**src/rtl/store_buffer_pkg.sv**
```systemverilog
// Shared types and constants for the posted-write store buffer.
package store_buffer_pkg;

    typedef enum logic {
        IDLE  = 1'b0,
        WRITE = 1'b1
    } sb_state_e;

    localparam int DEPTH_DEFAULT = 4;
    localparam int WADDR_W       = 30;
    localparam int DATA_W        = 32;
    // Entry layout: {word address, data}
    localparam int ENTRY_W       = WADDR_W + DATA_W;

endpackage

```
**src/rtl/store_fwd_match.sv**
```systemverilog
// Load-to-store forwarding lookup: finds the youngest valid buffered store
// whose word address matches the load.
module store_fwd_match
    import store_buffer_pkg::*;
#(
    parameter int DEPTH = DEPTH_DEFAULT,
    parameter int PTR_W = $clog2(DEPTH)
) (
    input  logic [DEPTH-1:0][ENTRY_W-1:0] entries,
    input  logic [DEPTH-1:0]              valid,
    input  logic [PTR_W-1:0]              tail,
    input  logic [WADDR_W-1:0]            load_addr,
    output logic                          hit,
    output logic [DATA_W-1:0]             data
);

    logic [PTR_W-1:0] idx;

    // Walk from oldest (tail-DEPTH) to youngest (tail-1); the last match wins.
    always_comb begin
        hit  = 1'b0;
        data = '0;
        idx  = '0;
        for (int o = DEPTH; o >= 1; o--) begin
            idx = tail - PTR_W'(o);
            if (valid[idx] && (entries[idx][ENTRY_W-1 -: WADDR_W] == load_addr)) begin
                hit  = 1'b1;
                data = entries[idx][DATA_W-1:0];
            end
        end
    end

endmodule

```
**src/rtl/store_buffer.sv**
```systemverilog
// Posted-write store buffer between EXE/MEM and the memory stage.
// Define STORE_FWD_EN to enable store-to-load forwarding and loads bypassing queued stores.
module store_buffer
    import store_buffer_pkg::*;
#(
    parameter int DEPTH = DEPTH_DEFAULT
) (
    input  logic        clk,
    input  logic        rst,
    input  logic        MEM_W_ENIn,
    input  logic        MEM_R_ENIn,
    input  logic [31:0] ALU_ResIn,
    input  logic [31:0] Value_RmIn,
    input  logic        MEM_ReadyIn,
    input  logic [31:0] DataMemoryIn,
    output logic        MEM_W_ENOut,
    output logic        MEM_R_ENOut,
    output logic [31:0] ALU_ResOut,
    output logic [31:0] Value_RmOut,
    output logic [31:0] LoadDataOut,
    output logic        ForwardHitOut,
    output logic        FreezeOut
);

    localparam int PTR_W = $clog2(DEPTH);
    localparam int CNT_W = PTR_W + 1;

    logic [DEPTH-1:0][ENTRY_W-1:0] entries;
    logic [PTR_W-1:0]              head, tail;
    logic [CNT_W-1:0]              count;
    sb_state_e                     state, state_nxt;

    logic              full, empty, pop, push;
    logic              ld_hit, drain_ok, rd_req;
    logic [DATA_W-1:0] fwd_data;
    logic [ENTRY_W-1:0] head_entry;

    assign full       = (count == CNT_W'(DEPTH));
    assign empty      = (count == '0);
    assign pop        = (state == WRITE) && MEM_ReadyIn;
    // A full buffer still accepts a store on the edge that frees the head slot.
    assign push       = MEM_W_ENIn && (!full || pop);
    assign head_entry = entries[head];

`ifdef STORE_FWD_EN
    logic [DEPTH-1:0] valid;
    logic [PTR_W-1:0] off;
    logic             hit_raw;

    always_comb begin
        valid = '0;
        off   = '0;
        for (int i = 0; i < DEPTH; i++) begin
            off      = PTR_W'(i) - head;
            valid[i] = ({1'b0, off} < count);
        end
    end

    store_fwd_match #(.DEPTH(DEPTH), .PTR_W(PTR_W)) u_match (
        .entries   (entries),
        .valid     (valid),
        .tail      (tail),
        .load_addr (ALU_ResIn[31:2]),
        .hit       (hit_raw),
        .data      (fwd_data)
    );

    assign ld_hit   = MEM_R_ENIn && hit_raw;
    assign drain_ok = !MEM_R_ENIn;
    assign rd_req   = MEM_R_ENIn && !ld_hit && (state == IDLE);
`else
    // Without forwarding a load waits for the buffer to fully drain.
    assign ld_hit   = 1'b0;
    assign fwd_data = '0;
    assign drain_ok = 1'b1;
    assign rd_req   = MEM_R_ENIn && (state == IDLE) && empty;
`endif

    always_ff @(posedge clk) begin
        if (rst) state <= IDLE;
        else     state <= state_nxt;
    end

    always_comb begin
        state_nxt = state;
        unique case (state)
            IDLE:  if ((!empty || push) && drain_ok) state_nxt = WRITE;
            WRITE: if (MEM_ReadyIn)                  state_nxt = IDLE;
            default: state_nxt = IDLE;
        endcase
    end

    always_comb begin
        MEM_W_ENOut   = (state == WRITE);
        MEM_R_ENOut   = rd_req;
        ALU_ResOut    = ALU_ResIn;
        Value_RmOut   = Value_RmIn;
        if (state == WRITE) begin
            ALU_ResOut  = {head_entry[ENTRY_W-1 -: WADDR_W], 2'b00};
            Value_RmOut = head_entry[DATA_W-1:0];
        end
        LoadDataOut   = ld_hit ? fwd_data : (rd_req ? DataMemoryIn : '0);
        ForwardHitOut = ld_hit;
        FreezeOut     = (MEM_W_ENIn && full && !pop)
                      || (MEM_R_ENIn && !ld_hit && !(rd_req && MEM_ReadyIn));
    end

    always_ff @(posedge clk) begin
        if (rst) begin
            head  <= '0;
            tail  <= '0;
            count <= '0;
        end else begin
            if (push) tail <= tail + PTR_W'(1);
            if (pop)  head <= head + PTR_W'(1);
            case ({push, pop})
                2'b10:   count <= count + CNT_W'(1);
                2'b01:   count <= count - CNT_W'(1);
                default: count <= count;
            endcase
        end
    end

    // Entry storage needs no reset; count alone defines which slots are live.
    always_ff @(posedge clk) begin
        if (push) entries[tail] <= {ALU_ResIn[31:2], Value_RmIn};
    end

endmodule

```
**config.mk**
```make
export PLATFORM = sky130hd
export DESIGN_NAME = store_buffer
export DESIGN_NICKNAME = d
export VERILOG_FILES = /design/src/rtl/store_buffer_pkg.sv /design/src/rtl/store_fwd_match.sv /design/src/rtl/store_buffer.sv
export SDC_FILE = /design/constraint.sdc
export NUM_CORES = 1
export LEC_CHECK = 0
export ABC_AREA = 1
export CELL_PAD_IN_SITES_DETAIL_PLACEMENT = 1
export CELL_PAD_IN_SITES_GLOBAL_PLACEMENT = 2
export CORE_MARGIN = 2
export CORE_UTILIZATION = 31
export DETAILED_ROUTE_END_ITERATION = 16
export PLACE_DENSITY_LB_ADDON = 0.12
export REMOVE_ABC_BUFFERS = 1
export SLEW_MARGIN = 15
export SYNTH_ARGS = -nofsm -noshare
export SYNTH_HDL_FRONTEND = slang
export SYNTH_SLANG_ARGS = --single-unit
```
**constraint.sdc**
```tcl
create_clock -name clk -period 5.4 [get_ports clk]
set_clock_uncertainty 0.2 [all_clocks]
set_input_delay 0.81 -clock clk [delete_from_list [all_inputs] [get_ports clk]]
set_output_delay 0.81 -clock clk [all_outputs]
set_load 0.01 [all_outputs]
```
# ---- Word level (Yosys, flattened, before mapping)
# Index checks and enable logic that the tools add are counted.
dict set report word_totals {
  regBits 256
  input_bits 101
  out_inout_bits 100
}
dict set report classes {
  n_addsub 4
  n_lt_le_gt_ge 3
  eq_ne 3
  n_mux 12
  n_bitwise 1
  n_reduce_logical 18
}
# operator n
set ops {}
lappend ops {{$bwmux 248} 1}
lappend ops {{$bmux 62 s2} 1}
lappend ops {{$demux 62 s2} 1}
lappend ops {{$mux 62} 2}
lappend ops {{$mux 32} 3}
lappend ops {{$logic_and 1x1->1} 9}
lappend ops {{$lt 2x3->1 const B} 2}
lappend ops {{$pmux 3 s2} 1}
lappend ops {{$add 2x1->2 const B} 2}
lappend ops {{$logic_not 1->1} 4}
lappend ops {{$add 3x1->3 const B} 1}
lappend ops {{$eq 3x3->1 const B} 1}
lappend ops {{$logic_not 3->1} 1}
lappend ops {{$logic_or 1x1->1} 3}
lappend ops {{$sub 3x1->3 const B} 1}
lappend ops {{$eq 2x1->1 const B} 1}
lappend ops {{$eq 2x2->1 const B} 1}
lappend ops {{$ge 2x1->1 const B} 1}
lappend ops {{$mux 1} 2}
lappend ops {{$pmux 1 s2} 1}
lappend ops {{$reduce_bool 2->1} 1}
lappend ops {{$not 1->1} 1}

# ---- Longest topological paths before layout
dict set report depth {
  word_depth 7
  mapped_depth 11
}

# ---- Least setup slack after synthesis
# Ideal clock, no wire load.
dict set report synth_path {
  kind {input-to-reg}
  from {input MEM_ReadyIn}
  to {register entries[0] in the netlist's numbering (enable)}
  setup_ns 0.482
  t_arrival_ns 3.772
  t_required_ns 4.718
  path_slack_ns 0.946
  path_stages 4
  path_buffers 0
  cell_sequence {nand2_1 -> inv_1 -> o21ai_4 -> nor2_1}
}
dict set report synth_via {
  elab_chain_len 3
}
# item line
set synth_rtl {}
lappend synth_rtl {{start: declaration} store_buffer.sv:14} ;# input logic MEM_ReadyIn,
lappend synth_rtl {{$logic_and 1x1->1} store_buffer.sv:40} ;# assign pop = (state == WRITE) && MEM_ReadyIn;
lappend synth_rtl {{$logic_or 1x1->1} store_buffer.sv:42} ;# assign push = MEM_W_ENIn && (!full || pop);
lappend synth_rtl {{$logic_and 1x1->1} store_buffer.sv:42}
lappend synth_rtl {{end signal: indexed assignment} store_buffer.sv:126} ;# if (push) entries[tail] <= {ALU_ResIn[31:2], Value_RmIn};
lappend synth_rtl {{end: declaration} store_buffer.sv:28} ;# logic [DEPTH-1:0][ENTRY_W-1:0] entries;
# Every way passes these cells.
# A chain may end at the register's enable or synchronous reset.

# ---- Worst setup path in the final report
dict set report layout_path {
  from {register head[1]}
  to {output ALU_ResOut[26]}
}
dict set report layout_via {
  elab_chain_len 3
}
# item line
set layout_rtl {}
lappend layout_rtl {{start: declaration} store_buffer.sv:29} ;# logic [PTR_W-1:0] head, tail;
lappend layout_rtl {{start signal: assignment} store_buffer.sv:115} ;# if (pop) head <= head + PTR_W'(1);
lappend layout_rtl {{$bmux 62 s2} store_buffer.sv:43} ;# assign head_entry = entries[head];
lappend layout_rtl {{$mux 62 (not written as such)} store_buffer.sv:43}
lappend layout_rtl {{$mux 32} store_buffer.sv:98} ;# if (state == WRITE) begin
lappend layout_rtl {{end: declaration} store_buffer.sv:18} ;# output logic [31:0] ALU_ResOut,
# Every way passes these cells. The select of a mux whose other input is x is not followed.

==> qor.yml <==
synthesis:
  yosysSeqAreaShare_pct: 71.1
  synth_warnings: 0
  avgSynthCellArea_sq_um: 11.3
  ys_types: 24
  synth.top_cell.area_share_pct: 69.6
  yosysMostFrequentCell: "nor2_1"
  synth_area_sq_um: 10700
  synthFlopType: "edfxtp_1"
  synth-edff-count: 248
  synth.top_cells.by_area: "edfxtp_1 70%, nor2_1 13%, o21ai_0 3.7%"
  synthTopCellsByCount: "358 x nor2_1, 248 x edfxtp_1, 80 x o21ai_0"
  async_reset_ff_share_pct: 0
  synth-seq-cells: 256
  syn_inst: 947
  yosys.area.top_type: "edfxtp_1"
sta:
  setup_viol: 0
  setup_tns_ns: 0
  tightest_slew_ns: 1.05
  fin_crit_sh_pct: 72.7
  rsz0062_at_grt: "no"
  slew_violations: 0
  fmax_mhz: 255
  period_minus_slack_ns: 3.92
  finalHoldViolCount: 0
  relSlewSlack_pct: 29.7
  fin_hold_ws_ns: 0.335
die:
  die_h_microns: 190
  core-area_sq_um: 34300
  die_x_microns: 190
  pin_count: 201
  die_area_sq_um: 36000
  initial_core_util_pct: 31.2
  placementRows: 68
detailed_routing:
  drtAntennaViolNets: 0
  post-route-drc-count: 0
  vias: 7505
  drt_iter0_markers: 283
  drt_wl_total_microns: 28900
  post_drt_wl_per_cell_microns: 18.0
  via_per_inst: 4.67
  first_pass_iters: 4
min_path:
  holdPathEnd: "tail[1]"
  hold_path.class: "reg2reg"
  whs_path_depth: 2
  min-delay-start: "tail[1]"
final_layout:
  n_antenna_cell: 0
  final_nets: 1239
  stdcell_count: 1608
  drive_above_1_share_pct: 5.20
  area_delta_synth_final_pct: 30.6
clock_tree:
  post_cts_buffers: 0
  clkTransAtPathRegs_ns: 0.05
  worstSkewPairLatency_ns: 0.53
  cts_tree: "yes"
  ctsResizeCount: 0
  cts_buffer_depth: 3
  cts-root-buf: "clkbuf_16"
  htreeDepth: 1
  cts-hold-fix-buffers: 0
  cts_sinks: 256
  cts_buffers: 29
grt:
  grt_max_degree: 70
  grt_pass1_vias: 7904
  grt_antenna_before_repair: 0
  gr-usage-all-layers_pct: 16.1
  grt_overflow: 0
  grt_pass1_wl_microns: 44800
setup_path:
  cp.required_ns: 4.39
  crit_path_end_kind: "primary output"
  worstReg2RegEnd: "entries[96]"
  timing.reg2reg.worst_path_depth: 5
  rrSetupSlack_ns: 3.02
  cp.arrival_ns: 2.91
  critical_path.startpoint: "head[1]"
  cp-start-kind: "register"
  reg2reg_from: "MEM_W_ENOut"
  crit_chain: "inv_2 -> buf_4 -> nor2_1 -> o21ai_0 -> a31oi_1 -> clkdlybuf4s50_1"
  worstSetupPathType: "reg2out"
  crit_fanout: 41
  critPathMaxStageDelay_ns: 0.69
  cp_slowest_cell: "inv_2"
power_and_ir_drop:
  power.density_nw_per_um2: 351
  p_leak_uw: 0.00492
  irDropWorstVdd_v: 0.000235
  total_power_uw: 4910
place:
  post-dp-hpwl_microns: 16500
  portBuffers: 199
  post-place-cells: 1557
  place_congestion: 0.721
job:
  timing.max_cap.violations: 0
outcome:
  status: "finished clean"
area by class of cell:
cell class / instances / area, sq um
sequential: 256 / 7620
timing repair buffer: 213 / 2110
multi-input combinational: 579 / 2610
clock buffer: 34 / 744
tap: 455 / 569
fill: 3696 / 20300
inverter: 54 / 205
clock inverter: 17 / 125
cells in the final DEF, fill, tap and decap left out:
master / count
nand4_1: 2
dfxtp_2: 1
nor2_4: 4
buf_4: 13
clkdlybuf4s50_1: 199
bufinv_16: 2
edfxtp_1: 248
clkbuf_1: 5
nand3_1: 3
dfxtp_4: 2
clkinv_1: 11
a31oi_1: 63
o21ai_0: 80
nor2_1: 354
nand3_2: 1
nand2_1: 13
clkbuf_16: 29
a21oi_1: 2
inv_6: 1
o31ai_1: 1
clkinv_2: 3
o21ai_4: 1
dfxtp_1: 5
ha_1: 4
conb_1: 1
inv_2: 1
buf_12: 1
o21ai_1: 49
fa_1: 1
inv_1: 52
inv_4: 1
power breakdown:
part           switching (uW)  internal (uW)
combinational             431            336
clock                     751           1070
sequential               28.7           2290
total                    1210           3700
cells by family (layout without fill, tap and decap cells):
logic type | count (synthesis) | count (layout) | share of synthesized area (%)
and+or+nand+nor | 377 | 377 | 13.3
adders and majority gates | 5 | 5 | 0.655
buffers and inverters | 112 | 318 | 4.86
AOI/OAI and AO/OA | 196 | 196 | 10.0
DFF | 256 | 256 | 71.1
other | 1 | 1 | 0.0350
per-stage QoR:
stage,worst slack (ns),instance area [sq um],utilization [%]
2_1_floorplan,-1.07,10400,-
3_3_place_gp,1.37,13100,38.2
3_5_place_dp,1.35,13100,38.2
4_1_cts,1.35,14000,40.7
5_1_grt,1.24,14000,40.8
6_report,1.48,14000,40.8
sequential cells by signal, indices dropped and copies added, names as in the netlist:
name / count
entries: 248
count: 3
MEM_W_ENOut: 1
tail: 2
head: 2
layer usage:
layer	track usage [%]	wire length (microns)	vias to the layer above	part of all wire (%)
li1	-	-	3648	-
met1	20.4	12800	3694	44
met2	28.8	14500	122	50
met3	2.27	983	41	3.4
met4	4.11	585	0	2.0
met5	0	0	-	0
worst max-delay path by stage:
stage                                  to  cells past startpoint
after floorplan                entries[0]                      4
final                      ALU_ResOut[26]                      6
after global placement          FreezeOut                      7
after global routing      Value_RmOut[23]                      6
after detailed placement        FreezeOut                      7
after CTS                  ALU_ResOut[26]                      6
worst max-delay path: cells and delay by family (launching register included):
kind,cells,cell delay (ns)
compound gates,2,0.25
simple gates,1,0.08
buf+inv,3,1.70
flops,1,0.32
Note: power is estimated with default switching activity, not from simulation.
==> RTL edit, RTL diff (config.mk and constraints unchanged) <==
Build with the macro `STORE_FWD_EN` defined.
--- a/src/rtl/store_buffer.sv
+++ b/src/rtl/store_buffer.sv
@@ -1,5 +1,7 @@
 // Posted-write store buffer between EXE/MEM and the memory stage.
 // Define STORE_FWD_EN to enable store-to-load forwarding and loads bypassing queued stores.
+`define STORE_FWD_EN
+
 module store_buffer
     import store_buffer_pkg::*;
 #(
Formal check against the unedited RTL: not equivalent (Yosys sat finds a counterexample within 4 cycles, from zero or initial values and one cycle with rst high).
==> RTL edit against the unedited design <==
Routed wire length increased to 3.0 times the old value. Total power increased by 40%. Utilization decreased by 2.5 points. Non-clock buffer count increased by 55. Design area increased by 73%. Sequential cell count unchanged. Via count increased to 2.8 times the old value. First-iteration DRC count increased to 4.5 times the old value. Worst setup slack got worse by 1.3 ns. Critical path depth increased by 14. Count of clock-buffer cells in the layout increased by 12. Synthesized area increased by 86%. Critical endpoint is now LoadDataOut[12].
==> RTL edit: results (changes against the unedited design) <==
Run status
The flow ran to the end, and the final reports show no timing, DRC or antenna violations.

Critical path
The critical-path cell with the highest stage delay is clkdlybuf4s50_1. The maximum fanout along the worst path is 41 (unchanged). The worst reg2reg path depth is 5 (unchanged). The endpoint identified for the worst register-to-register timing path is entries[177]. The arrival time reported for the critical path endpoint came to 4.26 ns (+1.35 ns). The longest individual stage delay on the worst path came to 0.47 ns (-0.22 ns). The reg2reg setup slack is 2.09 ns (-0.93 ns).

Power and ir drop
The leakage power came to 10.26 nW (+110%). The maximum vdd ir drop came to 209.6 uV (-11%). The internal power consumption was 0.004389 W (+19%).

Synth
The number of warnings printed during yosys synthesis is 0 (unchanged). The post-synthesis share of cell area spent on full adders, half adders and majority gates was 0.6661% (+0.011 points). The most common cell in the synthesized netlist is nand2_1.

Counting instances in the post-synthesis netlist gives the leading cell types as nand2_1, nand3_1, edfxtp_1, o21ai_0, inv_1. The multiplexer area fraction after synthesis came to 4.324% (+4.3 points). The sequential fraction of the synthesis area is 38.21% (-33 points).

The synthesized-area fraction occupied by xor and xnor cells is 1.012% (+1.0 points). The synthesized instance count is 2894 (+210%). The compound-cell area share of the yosys netlist is 11.10% (+1.1 points). The async set-or-reset flop fraction in the synthesized netlist is 0% (unchanged).

The count of flip-flops with a built-in enable after synthesis is 248 (unchanged). The distinct cell type count of the synthesized netlist is 36 (+50%). By area the synthesized netlist is led by edfxtp_1, nand2_1, nand3_1.

Place
The estimated wirelength of the detail-placed design was 52800 um (+220%). The port buffer count is 200 (+0.50%). The placer's final routability congestion estimate is 0.8206 (+14%). The area of placed instances is 0.02282 mm2 (+74%).

Global route
The met1 track demand over resource in global routing is 32.55% (+12 points). The met3 track demand over resource in global routing is 3.024% (+0.76 points). The initial antenna violation count came to 1 (+1).

The global-route usage over all layers is 25.18% (+9.1 points). The met2 usage is 44.08% (+15 points). The wire length of the first global-routing pass is 129100 um (+190%). The number of global-route vias before repair was 21.58k (+170%).

The largest net degree at the start of global routing is 195 (+180%).

Detailed routing
The total iterations of the first detailed-routing run is 5 (+1). The number of violations reported at the end of detailed-routing iteration 0 is 1283 (+350%). The mean routed wirelength per cell is 22.08 um (+23%). The number of vias after detailed routing is 21.06k (+180%).

Finish
The layout cell share with drive strength beyond 1 was 5.039% (-0.16 points). The post-layout net count is 3139 (+150%). The largest registers in the layout are entries (248), count (3).

Timing
The smallest hold slack is 0.3305 ns (-0.004255 ns). The headroom to the max-slew limit was 33.92% (+4.2 points). The final hold violation count is 0 (unchanged).

Min path
In this run the most critical hold path is launched from count[1]. The worst hold path terminates at count[1].

Clock network
The H-tree depth is 2 (+1). The clock-pin slew of the registers on the worst-case setup and hold paths is 0.06 ns. The number of buffers added by the clock tree synthesis step is 36 (+24%). The insertion delay of the later-clocked pin in the worst-skew pair was 0.55 ns (+0.02 ns).
## RTL edit: cell types whose count changed after synthesis, moves of 46 or more
cell	unedited run	this run
nand2_1	13	1106
nand3_1	4	400
nor2_1	358	167
o21ai_0	80	218
inv_1	52	183
mux2i_1	0	86
clkbuf_1	22	83
nand4_1	2	48
## RTL edit: worst max-delay path: cells and delay by family, from the launching register on
family	cells	cell delay, ns
fa+ha+maj	1	0.37
buf+inv	4	1.12
flops	1	0.44
simple gates	15	1.74
## RTL edit: worst max path at each step
stage | slack (ns) | endpoint | cells after the start | start
after CTS | 0.02 | LoadDataOut[2] | 17 | tail[1]
after floorplan | -12.15 | LoadDataOut[0] | 16 | tail[0]
final | 0.13 | LoadDataOut[12] | 20 | tail[1]
after global placement | 0.22 | LoadDataOut[2] | 15 | ALU_ResIn[30]
after global routing | -0.03 | LoadDataOut[25] | 19 | tail[1]
after detailed placement | 0.19 | LoadDataOut[29] | 16 | ALU_ResIn[28]
## RTL edit: power by group through the flow
stage                     sequential (W)  combinational (W)  clock, W
after floorplan                  0.00247            0.00123         0
final                            0.00238            0.00222   0.00227
after global placement           0.00241            0.00212         0
after global routing             0.00239            0.00247   0.00239
after CTS                        0.00238            0.00218   0.00233
after detailed placement         0.00242            0.00215         0
## RTL edit: area by class of cell
| type | count | area [um2] |
|---|---|---|
| fillers | 7837 | 39070 |
| well taps | 846 | 1059 |
| multi-input cells | 2275 | 10880 |
| repair buffers | 268 | 2843 |
| flip-flops and latches | 256 | 7619 |
| clock inverters | 20 | 120.1 |
| repair inverters | 1 | 8.758 |
| clock buffers | 46 | 979.7 |
| inverters | 190 | 728.2 |
## RTL edit: metal layers
metal  part of all wire [%]  vias to the layer above
li1                       -                    10060
met1                     45                    10410
met2                     48                      482
met3                    4.5                      112
met4                    2.4                        2
met5                  0.012                        -
## RTL edit: repair_timing
action / 4_1_cts / 5_1_grt
pin swaps: 1 / 2
gates resized for setup: 9 / 20
hold buffers: 0 / 0
cloned: 2 / 5
setup buffers: 1 / 2
setup endpoints to repair: 33 / 33
## RTL edit: per-stage QoR
stage                     util, %  setup WS, ns  power (W)  std cells  TNS [ns]
after global routing        38.29      -0.02680   0.007252       3902   -0.1067
after global placement      36.05        0.2242   0.004532       3826         0
after CTS                   37.94       0.02170   0.006888       3895         0
final                       38.29        0.1261   0.006873       3902         0
after floorplan                 -        -12.15   0.003704       2720  -1723.07
after detailed placement    36.05        0.1900   0.004567       3826         0
## RTL edit: cell families (layout without fill, tap and decap cells)
logic type / after synthesis / count (layout)
adders and majority gates: 10 / 10
muxes: 86 / 86
xor gates and xnor gates: 23 / 23
DFF: 256 / 256
AOI/OAI and AO/OA: 388 / 388
buffers and inverters: 364 / 525
and+or+nand+nor: 1767 / 1768
